[config.mk]
export PLATFORM = sky130hd
export DESIGN_NAME = axis_blend_scanner
export DESIGN_NICKNAME = d
export VERILOG_FILES = /design/src/rtl/axis_blender_pkg.sv /design/src/rtl/axis_blend_alu.sv /design/src/rtl/axis_blend_scanner.sv
export SDC_FILE = /design/constraint.sdc
export NUM_CORES = 1
export LEC_CHECK = 0
export BUFFER_PORTS_ARGS = -buffer_cell sky130_fd_sc_hd__buf_2
export CELL_PAD_IN_SITES_DETAIL_PLACEMENT = 1
export CELL_PAD_IN_SITES_GLOBAL_PLACEMENT = 1
export CORE_MARGIN = 2
export CORE_UTILIZATION = 37
export CTS_CLUSTER_SIZE = 12
export DETAILED_ROUTE_END_ITERATION = 8
export PLACE_DENSITY_LB_ADDON = 0.1
export SETUP_SLACK_MARGIN = 0.05
export SLEW_MARGIN = 20
export SYNTH_ARGS = -nofsm -noshare
export SYNTH_HDL_FRONTEND = slang
export SYNTH_SLANG_ARGS = --single-unit
[constraint.sdc]
create_clock -name clk -period 5.59 [get_ports clk]
set_clock_uncertainty 0.15 [all_clocks]
set_input_delay 0.8385 -clock clk [delete_from_list [all_inputs] [get_ports clk]]
set_output_delay 0.8385 -clock clk [all_outputs]
set_load 0.1 [all_outputs]
[src/rtl/axis_blender_pkg.sv]
// Shared constants and helpers for the blender datapath.
// The alpha weight is a 9-bit fixed-point fraction of ALPHA_FULL.
package axis_blender_pkg;

    localparam int ALPHA_W     = 9;
    localparam int ALPHA_SHIFT = 8;
    localparam logic [ALPHA_W-1:0] ALPHA_FULL = 9'd256;

    typedef enum logic [0:0] {
        ST_IDLE = 1'b0,
        ST_RUN  = 1'b1
    } scan_state_e;

    // Weights above full scale saturate so layer 1 is simply opaque.
    function automatic logic [ALPHA_W-1:0] clamp_alpha(input logic [ALPHA_W-1:0] a);
        return (a > ALPHA_FULL) ? ALPHA_FULL : a;
    endfunction

endpackage

[src/rtl/axis_blend_alu.sv]
// Combinational weighted mix of two pixels: (p1*a + p0*(FULL-a)) >> SHIFT.
// No pipeline, so callers decide where to register the result.
module axis_blend_alu
    import axis_blender_pkg::*;
#(
    parameter int C_PIXEL_WIDTH = 8
) (
    input  logic [C_PIXEL_WIDTH-1:0] p0,
    input  logic [C_PIXEL_WIDTH-1:0] p1,
    input  logic [ALPHA_W-1:0]       a,
    output logic [C_PIXEL_WIDTH-1:0] out
);

    localparam int MIX_W = C_PIXEL_WIDTH + ALPHA_W;

    logic [ALPHA_W-1:0] inv_a;
    logic [MIX_W-1:0]   mix;

    // The two weights sum to full scale, so the mix never exceeds max_pixel << SHIFT.
    always_comb begin
        inv_a = ALPHA_FULL - a;
        mix   = ({{ALPHA_W{1'b0}}, p1} * {{C_PIXEL_WIDTH{1'b0}}, a})
              + ({{ALPHA_W{1'b0}}, p0} * {{C_PIXEL_WIDTH{1'b0}}, inv_a});
        out   = C_PIXEL_WIDTH'(mix >> ALPHA_SHIFT);
    end

endmodule

[src/rtl/axis_blend_scanner.sv]
// Output raster engine: walks the canvas, pulls layer pixels, blends layer 1 over
// layer 0 and emits an AXI4-Stream video frame (tuser = SOF, tlast = EOL).
module axis_blend_scanner
    import axis_blender_pkg::*;
#(
    parameter int C_PIXEL_WIDTH = 8,
    parameter int C_IMG_WBITS   = 12,
    parameter int C_IMG_HBITS   = 12
) (
    input  logic                     clk,
    input  logic                     reset,
    input  logic                     enable,
    input  logic [C_IMG_WBITS-1:0]   out_width,
    input  logic [C_IMG_HBITS-1:0]   out_height,
    input  logic [C_PIXEL_WIDTH-1:0] bg_color,
    input  logic [ALPHA_W-1:0]       alpha,
    output logic [C_IMG_WBITS-1:0]   col_idx,
    output logic [C_IMG_HBITS-1:0]   row_idx,
    input  logic                     s0_need,
    input  logic                     s0_valid,
    input  logic [C_PIXEL_WIDTH-1:0] s0_tdata,
    output logic                     s0_next,
    input  logic                     s1_need,
    input  logic                     s1_valid,
    input  logic [C_PIXEL_WIDTH-1:0] s1_tdata,
    output logic                     s1_next,
    output logic                     m_axis_tvalid,
    output logic [C_PIXEL_WIDTH-1:0] m_axis_tdata,
    output logic                     m_axis_tuser,
    output logic                     m_axis_tlast,
    input  logic                     m_axis_tready
);

    scan_state_e              state_q, state_d;
    logic [C_IMG_WBITS-1:0]   col_q, col_d, width_q, width_d;
    logic [C_IMG_HBITS-1:0]   row_q, row_d, height_q, height_d;
    logic [C_PIXEL_WIDTH-1:0] bg_q, bg_d;
    logic [ALPHA_W-1:0]       alpha_q, alpha_d;
    logic                     tvalid_q, tvalid_d;
    logic                     tuser_q, tuser_d;
    logic                     tlast_q, tlast_d;
    logic [C_PIXEL_WIDTH-1:0] tdata_q, tdata_d;

    logic                     avail, oready, adv, start, last_col, last_row;
    logic [C_PIXEL_WIDTH-1:0] p0, p1, blend;

    always_comb begin
        avail    = (!s0_need || s0_valid) && (!s1_need || s1_valid);
        oready   = !tvalid_q || m_axis_tready;
        adv      = (state_q == ST_RUN) && avail && oready;
        start    = (state_q == ST_IDLE) && enable && (out_width != '0) && (out_height != '0);
        last_col = (col_q == width_q - C_IMG_WBITS'(1));
        last_row = (row_q == height_q - C_IMG_HBITS'(1));
        p0       = s0_need ? s0_tdata : bg_q;
        p1       = s1_need ? s1_tdata : bg_q;
    end

    axis_blend_alu #(
        .C_PIXEL_WIDTH(C_PIXEL_WIDTH)
    ) u_alu (
        .p0 (p0),
        .p1 (p1),
        .a  (alpha_q),
        .out(blend)
    );

    always_comb begin
        state_d  = state_q;
        col_d    = col_q;
        row_d    = row_q;
        width_d  = width_q;
        height_d = height_q;
        bg_d     = bg_q;
        alpha_d  = alpha_q;
        tvalid_d = tvalid_q;
        tuser_d  = tuser_q;
        tlast_d  = tlast_q;
        tdata_d  = tdata_q;

        case (state_q)
            ST_IDLE: begin
                if (start) begin
                    state_d  = ST_RUN;
                    col_d    = '0;
                    row_d    = '0;
                    width_d  = out_width;
                    height_d = out_height;
                    bg_d     = bg_color;
                    alpha_d  = clamp_alpha(alpha);
                end
            end
            ST_RUN: begin
                if (adv) begin
                    if (last_col) begin
                        col_d = '0;
                        // Leaving through IDLE guarantees at least one idle cycle between frames.
                        if (last_row) begin
                            row_d   = '0;
                            state_d = ST_IDLE;
                        end else begin
                            row_d = row_q + C_IMG_HBITS'(1);
                        end
                    end else begin
                        col_d = col_q + C_IMG_WBITS'(1);
                    end
                end
            end
            default: state_d = ST_IDLE;
        endcase

        if (adv) begin
            tvalid_d = 1'b1;
            tdata_d  = blend;
            tuser_d  = (col_q == '0) && (row_q == '0);
            tlast_d  = last_col;
        end else if (m_axis_tready) begin
            tvalid_d = 1'b0;
        end
    end

    always_ff @(posedge clk or posedge reset) begin
        if (reset) begin
            state_q  <= ST_IDLE;
            col_q    <= '0;
            row_q    <= '0;
            width_q  <= '0;
            height_q <= '0;
            bg_q     <= '0;
            alpha_q  <= '0;
            tvalid_q <= 1'b0;
            tuser_q  <= 1'b0;
            tlast_q  <= 1'b0;
            tdata_q  <= '0;
        end else begin
            state_q  <= state_d;
            col_q    <= col_d;
            row_q    <= row_d;
            width_q  <= width_d;
            height_q <= height_d;
            bg_q     <= bg_d;
            alpha_q  <= alpha_d;
            tvalid_q <= tvalid_d;
            tuser_q  <= tuser_d;
            tlast_q  <= tlast_d;
            tdata_q  <= tdata_d;
        end
    end

    assign s0_next       = adv && s0_need;
    assign s1_next       = adv && s1_need;
    assign col_idx       = col_q;
    assign row_idx       = row_q;
    assign m_axis_tvalid = tvalid_q;
    assign m_axis_tdata  = tdata_q;
    assign m_axis_tuser  = tuser_q;
    assign m_axis_tlast  = tlast_q;

endmodule

# After elaboration in Yosys (flattened, before gate mapping)
# Index checks and enable logic that the tools add are counted.
dict set report op_classes {
  add_sub_neg 6
  multipliers 2
  div_mod_pow 0
  order_cmp 1
  n_eq_ne 5
  n_shift 0
  mux 18
  bitwise_logic 1
  n_reduce_logical 23
}
# op n
set ops {}
lappend ops {{$mux 12} 6}
lappend ops {{$pmux 12 s2} 2}
lappend ops {{$mul 8x9->16} 2}
lappend ops {{$add 12x1->12 const B} 2}
lappend ops {{$eq 12x12->1} 2}
lappend ops {{$logic_not 12->1} 2}
lappend ops {{$reduce_bool 12->1} 2}
lappend ops {{$sub 12x1->12 const B} 2}
lappend ops {{$add 16x16->16} 1}
lappend ops {{$mux 8} 2}
lappend ops {{$gt 9x9->1 const B} 1}
lappend ops {{$logic_and 1x1->1} 9}
lappend ops {{$mux 9} 1}
lappend ops {{$sub 9x9->9 const A} 1}
lappend ops {{$mux 1} 6}
lappend ops {{$ne 2x1->1 const B} 2}
lappend ops {{$reduce_and 2->1} 2}
lappend ops {{$logic_not 1->1} 3}
lappend ops {{$logic_or 1x1->1} 3}
lappend ops {{$reduce_and 3->1} 1}
lappend ops {{$ne 2x2->1 const B} 1}
lappend ops {{$pmux 1 s2} 1}
lappend ops {{$reduce_bool 2->1} 1}
lappend ops {{$not 1->1} 1}
dict set report totals {
  regBits 77
  latch_bits 0
  mem_bits_rw 0
  romBits 0
  in_bits 65
  n_memories 0
}

# Logic depth before layout (Yosys ltp)
dict set report depth {
  ltp_word 7
  mapped_depth 26
}

# Modules after synthesis
# A second synthesis with hierarchy kept.
dict set report hier_totals {
  cells_unflattened 1012
  hier_area_um2 9197.6
}
# mod n_inst cells_each area_per_inst_um2 seq_area_each_um2
set by_module_without_submodules {}
lappend by_module_without_submodules {axis_blend_alu 1 527 4665.7 0.0}
lappend by_module_without_submodules {axis_blend_scanner 1 485 4531.8 1926.8}

# Least setup slack after synthesis
# No wires, ideal clock.
dict set report synth_timing {
  kind {input -> register}
  start {in s0_need}
  end {reg tdata_q[7] (netlist: m_axis_tdata[7])}
  setup_ns 0.134
  t_arrival_ns 6.264
  required_ns 5.306
  slack_ns -0.958
  path_stages 22
  n_path_buf 1
  path_cell_list {buf_1 -> mux2i_1 -> nor2_1 -> ha_1 -> inv_1 -> fa_1 -> inv_1 -> ha_1 -> fa_1 -> inv_1 -> fa_1 -> fa_1 -> inv_1 -> ha_1 -> a21o_1 -> a211oi_1 -> o311ai_0 -> a31oi_1 -> a21oi_1 -> a21oi_1 -> xnor2_1 -> o21ai_0}
}
dict set report synth_between {
  elab_chain_len 5
  elab_cells_between_ends 8
  classes_between {add/sub (1); mul (1); mux (1); reduce/logical (5)}
}
# item line
set synth_lines {}
lappend synth_lines {{start: declaration} axis_blend_scanner.sv:19} ;# input logic s0_need,
lappend synth_lines {{parallel branches: the longest is 5 deep, another holds $mul 8x9->16} --}
lappend synth_lines {{end signal: assignment} axis_blend_scanner.sv:145} ;# tdata_q <= tdata_d;
lappend synth_lines {{end: declaration} axis_blend_scanner.sv:42} ;# logic [C_PIXEL_WIDTH-1:0] tdata_q, tdata_d;
# Several ways; the timed one is not identified.
# A chain may end at the register's enable or synchronous reset.

# Worst setup path in the final report
dict set report layout_timing {
  start {reg alpha_q[1]}
  end {reg tdata_q[5] (netlist: m_axis_tdata[5])}
}
dict set report layout_between {
  elab_chain_len 3
  elab_cells_between_ends 4
  classes_between {add/sub (2); mul (2)}
}
# item line
set layout_lines {}
lappend layout_lines {{start: declaration} axis_blend_scanner.sv:38} ;# logic [ALPHA_W-1:0] alpha_q, alpha_d;
lappend layout_lines {{start signal: assignment} axis_blend_scanner.sv:141} ;# alpha_q <= alpha_d;
lappend layout_lines {{$sub 9x9->9} axis_blend_alu.sv:21} ;# inv_a = ALPHA_FULL - a;
lappend layout_lines {{$mul 8x9->16} axis_blend_alu.sv:23} ;# + ({{ALPHA_W{1'b0}}, p0} * {{C_PIXEL_WIDTH{1'b0}}, inv_a});
lappend layout_lines {{$add 16x16->16 *} axis_blend_alu.sv:23}
# Every way passes the cells marked *; elsewhere a longest branch is shown, timed or not.

==> impl_summary.md <==
Timing
Static timing analysis puts the maximum clock frequency at between 150 and 200 MHz. The worst hold-check slack is ~0.33 ns. In the post-route analysis, the smallest setup slack over all paths is -0.5244 ns. The worst pin sits at a relative slew slack of 0.3382. Setup repair after global routing could not meet its margin everywhere. The slew of the pin with the lowest slew margin is between 0.9 and 1 ns.

The total count of hold-check failures in the final report is 0. Of the available clock period, the critical path in the final layout requires 1.094. For the finished layout, the period the worst path requires is between 6 and 7 ns.

The count of final max-slew check failures is 0. Setup violations remaining at the end of the flow were counted as 8.

Global routing
The number of antenna violations at the first check in global routing came to 3. The total routing resource utilization after global routing is 0.2273. The first global-routing pass estimated ~46 mm of wire.

The pin count of the biggest net entering global routing is 52. For this run, global-route usage on met3 was measured as 0.02597. In the global route stage, met1 resource usage came out at 0.3011.

The total overflow left after global routing is 0. After global routing, the most crowded layer is met2. The met2 routing resource usage after global routing is 0.3981.

The via count of the first global-routing pass is a little over 8,000.

Yosys
The number of cells produced by synthesis is just under 1,000. During synthesis, Yosys emitted a total of 0 warnings. The dominant cell type by area after synthesis is sky130_fd_sc_hd__fa_1. The sequential cell area fraction in the yosys report is 0.2145. The most used flip-flop cell after synthesis is sky130_fd_sc_hd__dfrtp_1. The post-synthesis net count is about 1,200. The area share of the largest cell type after synthesis is 0.2362. Synthesis inferred slightly below 80 register bits. The async set or reset register ratio after synthesis is 1.000. In this run, synthesis inferred 0 flip-flops with an integrated enable.

The post-synthesis area per instance is between 9 and 10 sq um. The synthesized netlist occupies a cell area of about 9000 sq um. In the post-synthesis netlist, the biggest area contributors are sky130_fd_sc_hd__fa_1 24%, sky130_fd_sc_hd__dfrtp_1 21%, sky130_fd_sc_hd__ha_1 9.1%, sky130_fd_sc_hd__inv_1 6.6%, sky130_fd_sc_hd__mux2_2 5.4%. Counting distinct cell types in the post-synthesis netlist gives slightly above 60.

Worst hold path
The startpoint identified for the worst hold timing path is m_axis_tdata[3]$_DFFE_PP0P_. The worst hold path belongs to the class register to register.

Setup path
The type of origin of the critical path is a register. The maximum fanout count along the critical path is 3. The slowest cell on the critical path is sky130_fd_sc_hd__fa_1. For this run, the slowest stage of the critical path takes around 0.53 ns. The beginning of the worst register-to-register path is alpha_q[1]$_DFFE_PP0P_. For the worst setup path, the data arrival time is between 6 and 7 ns. In this run the worst setup path begins at alpha_q[1]$_DFFE_PP0P_. The category of the worst setup path capture point is a register. The data required time at the worst endpoint is 5.63 ns. The critical path start-end classification is register to register.

CTS
The clock root buffer master is sky130_fd_sc_hd__clkbuf_16. No sink is reached through more buffers than the 2 on the longest clock path. The clock latency on the worst-skew pair is approximately 0.34 ns.

TritonCTS built the clock tree. The number of buffers created by CTS is 9. For this design, the CTS-stage hold fixing added 0 buffers.

The post-CTS clock slew at the launch and capture registers of the worst setup and hold paths is 0.06 ns. The H-tree depth reported by CTS is 3. Clock tree synthesis found a total of 77 sinks.

Run status
The checks that failed: negative setup slack. The run finished, with violations left.

Floorplan
The initial core utilization is 0.3726. Row generation in the floorplan step produced between 50 and 60 rows. The height of the die is about 160 um.

The core region is 24,110 sq um. In this run the horizontal extent of the chip is 159.8 um. The area of the die is roughly 26,000 sq um.

For this design the top-level I/O count stands at between 100 and 150.

Routing
In the final routed layout, each cell accounts on average for approximately 18 um. Summing over every cut layer, the via total after detailed routing is approximately 7,300. The first routing iteration left 244 violations. For this run, design rule violations remaining after detail routing come to 0. The remaining antenna violation count is 0. The pre-antenna-repair detailed-routing pass consisted of 4 iterations. The average vias per placed instance is between 4 and 5.

The total wire length is 27.03 mm.

Pwr
The leakage power figure is roughly 5.8 nW. Summed over all nets, the switching power comes to between 0.6 and 0.7 mW. The worst-case IR drop observed on VDD is between 0.15 and 0.2 mV. Of the total power, the share spent switching nets is 0.3654. Of the total power, the clock network draws 0.369. The part of the power in registers is 0.367. The combinational power share is 0.264.

After layout, the design draws a total of 1.739 mW. The total power density per cell area is approximately 150 nW/um^2. Cell internal power was estimated by the tool at 1.104 mW.

Placed design
The congestion estimate from routability-driven global placement came to ~0.81. Summed over all nets, the half-perimeter wirelength after detailed placement is about 22 mm. The placed instances occupy a cell area of 10,680 sq um. During placement, the flow inserted port buffers numbering around 100.

Finish
The final instance area is about 11,000 sq um. The post-route core utilization is 0.4711. The net total in the final layout is around 1,400. In the final layout, the share of cells above drive strength 1 is 0.2983. The filler cell count is roughly 2,800. Compared with the post-synthesis result, the final layout area differs by 26.42%.

Run
The max capacitance violation total is 0.
==> what timing repair did <==
action | 4_1_cts | 5_1_grt
buffers inserted | 5 | 2
resized for setup | 51 | 4
pin swaps | 35 | 7
setup endpoints to repair | 8 | 8
gates cloned | 0 | 0
==> power groups by stage <==
stage          registers (mW)  clock network, mW  logic, mW
3_5_place_dp            0.649                  0      0.460
4_1_cts                 0.639              0.667      0.464
3_3_place_gp            0.648                  0      0.455
6_report                0.639              0.642      0.459
5_1_grt                 0.646              0.681      0.488
2_1_floorplan           0.820                  0      0.147
==> metrics by stage <==
stage / TNS, ns / setup WS [ns] / std cells
detailed placement: -6.634 / -1.007 / 1452
global route: -5.109 / -0.7859 / 1474
CTS: -3.283 / -0.5338 / 1472
floorplan: -1.261 / -0.2765 / 971
global placement: -6.208 / -0.9407 / 1452
finish: -3.074 / -0.5244 / 1475
==> final timing paths <==
check	endpoint	slack, ns	cells after the start
worst max-delay path	m_axis_tdata[5]$_DFFE_PP0P_	-0.52	27
worst min-delay path	m_axis_tdata[3]$_DFFE_PP0P_	0.33	2
worst max register to register	m_axis_tdata[5]$_DFFE_PP0P_	-0.52	27
worst min register to register	m_axis_tdata[3]$_DFFE_PP0P_	0.33	2
max in group asynchronous	alpha_q[0]$_DFFE_PP0P_	3.80	3
min in group asynchronous	bg_q[5]$_DFFE_PP0P_	0.53	2
==> cells in the final DEF, fill, tap and decap left out, drive strengths merged, types with 28 or more instances in the layout <==
| cell | instances |
|---|---|
| nor2 | 72 |
| nand2 | 92 |
| dfrtp | 77 |
| xnor2 | 33 |
| nand2b | 28 |
| o21ai | 33 |
| ha | 65 |
| inv | 157 |
| fa | 106 |
| mux2 | 43 |
| and2 | 37 |
| buf | 194 |
==> per-layer routing <==
metal	wire, um	up-vias	part of all wire
li1	-	3487	-
met1	12110	3725	0.45
met2	13740	106	0.51
met3	751	27	0.028
met4	393	4	0.015
met5	27	-	0.0010
==> state kept, by name, indices dropped and copies added (netlist names), 8 cells and up <==
register and flops:
alpha_q 9, bg_q 8, col_idx 12, height_q 12
m_axis_tdata 8, row_idx 12, width_q 12
==> cells by family after synthesis <==
| family | Yosys count | share of synthesized area |
|---|---|---|
| AOI/OAI and AO/OA | 97 | 0.07257 |
| buffers and inverters | 189 | 0.08023 |
| and+or+nand+nor | 326 | 0.1843 |
| DFF | 77 | 0.2145 |
| muxes | 53 | 0.06505 |
| adders and majority gates | 171 | 0.3268 |
| xor gates and xnor gates | 58 | 0.05655 |
==> final cells by class <==
class,count,area (sq um),area share
diodes,1,2.502,0.0002204
flip-flops and latches,77,1927,0.1697
multi-input cells,705,6862,0.6042
inverters,159,599.3,0.05278
repair buffers,194,1245,0.1096
clock inverters,4,72.57,0.006390
clock buffers,11,242.7,0.02138
well taps,324,405.4,0.03570
==> worst max-delay path: cells and delay by family (launching register included) <==
family	cells	cell delay (ns)
fa+ha+maj	8	3.06
buf+inv	9	0.81
xor+xnor	2	0.32
flops	1	0.41
compound gates	5	0.77
simple gates	3	0.44
==> synth_stat cells, types with 4 or more instances <==
cell type                   number
sky130_fd_sc_hd__nor3_1         12
sky130_fd_sc_hd__xor2_1         25
sky130_fd_sc_hd__o22ai_1         7
sky130_fd_sc_hd__fa_1          106
sky130_fd_sc_hd__clkbuf_1       25
sky130_fd_sc_hd__o31ai_2         4
sky130_fd_sc_hd__mux2_2         43
sky130_fd_sc_hd__nor4_1         14
sky130_fd_sc_hd__nand3_1        15
sky130_fd_sc_hd__inv_1         158
sky130_fd_sc_hd__nand2_1        92
sky130_fd_sc_hd__or3_1           7
sky130_fd_sc_hd__o21ai_0        25
sky130_fd_sc_hd__or2_2          12
sky130_fd_sc_hd__a2bb2oi_1       4
sky130_fd_sc_hd__nor2b_1         7
sky130_fd_sc_hd__nand2b_1       28
sky130_fd_sc_hd__nor2_1         72
sky130_fd_sc_hd__a21oi_1        15
sky130_fd_sc_hd__and3_1          5
sky130_fd_sc_hd__ha_1           65
sky130_fd_sc_hd__and2_1         37
sky130_fd_sc_hd__o21ai_1         8
sky130_fd_sc_hd__dfrtp_1        77
sky130_fd_sc_hd__a31oi_1         4
sky130_fd_sc_hd__mux2i_1        10
sky130_fd_sc_hd__nand4_1         9
sky130_fd_sc_hd__xnor2_1        33
Power figures use the tool's default switching activity.
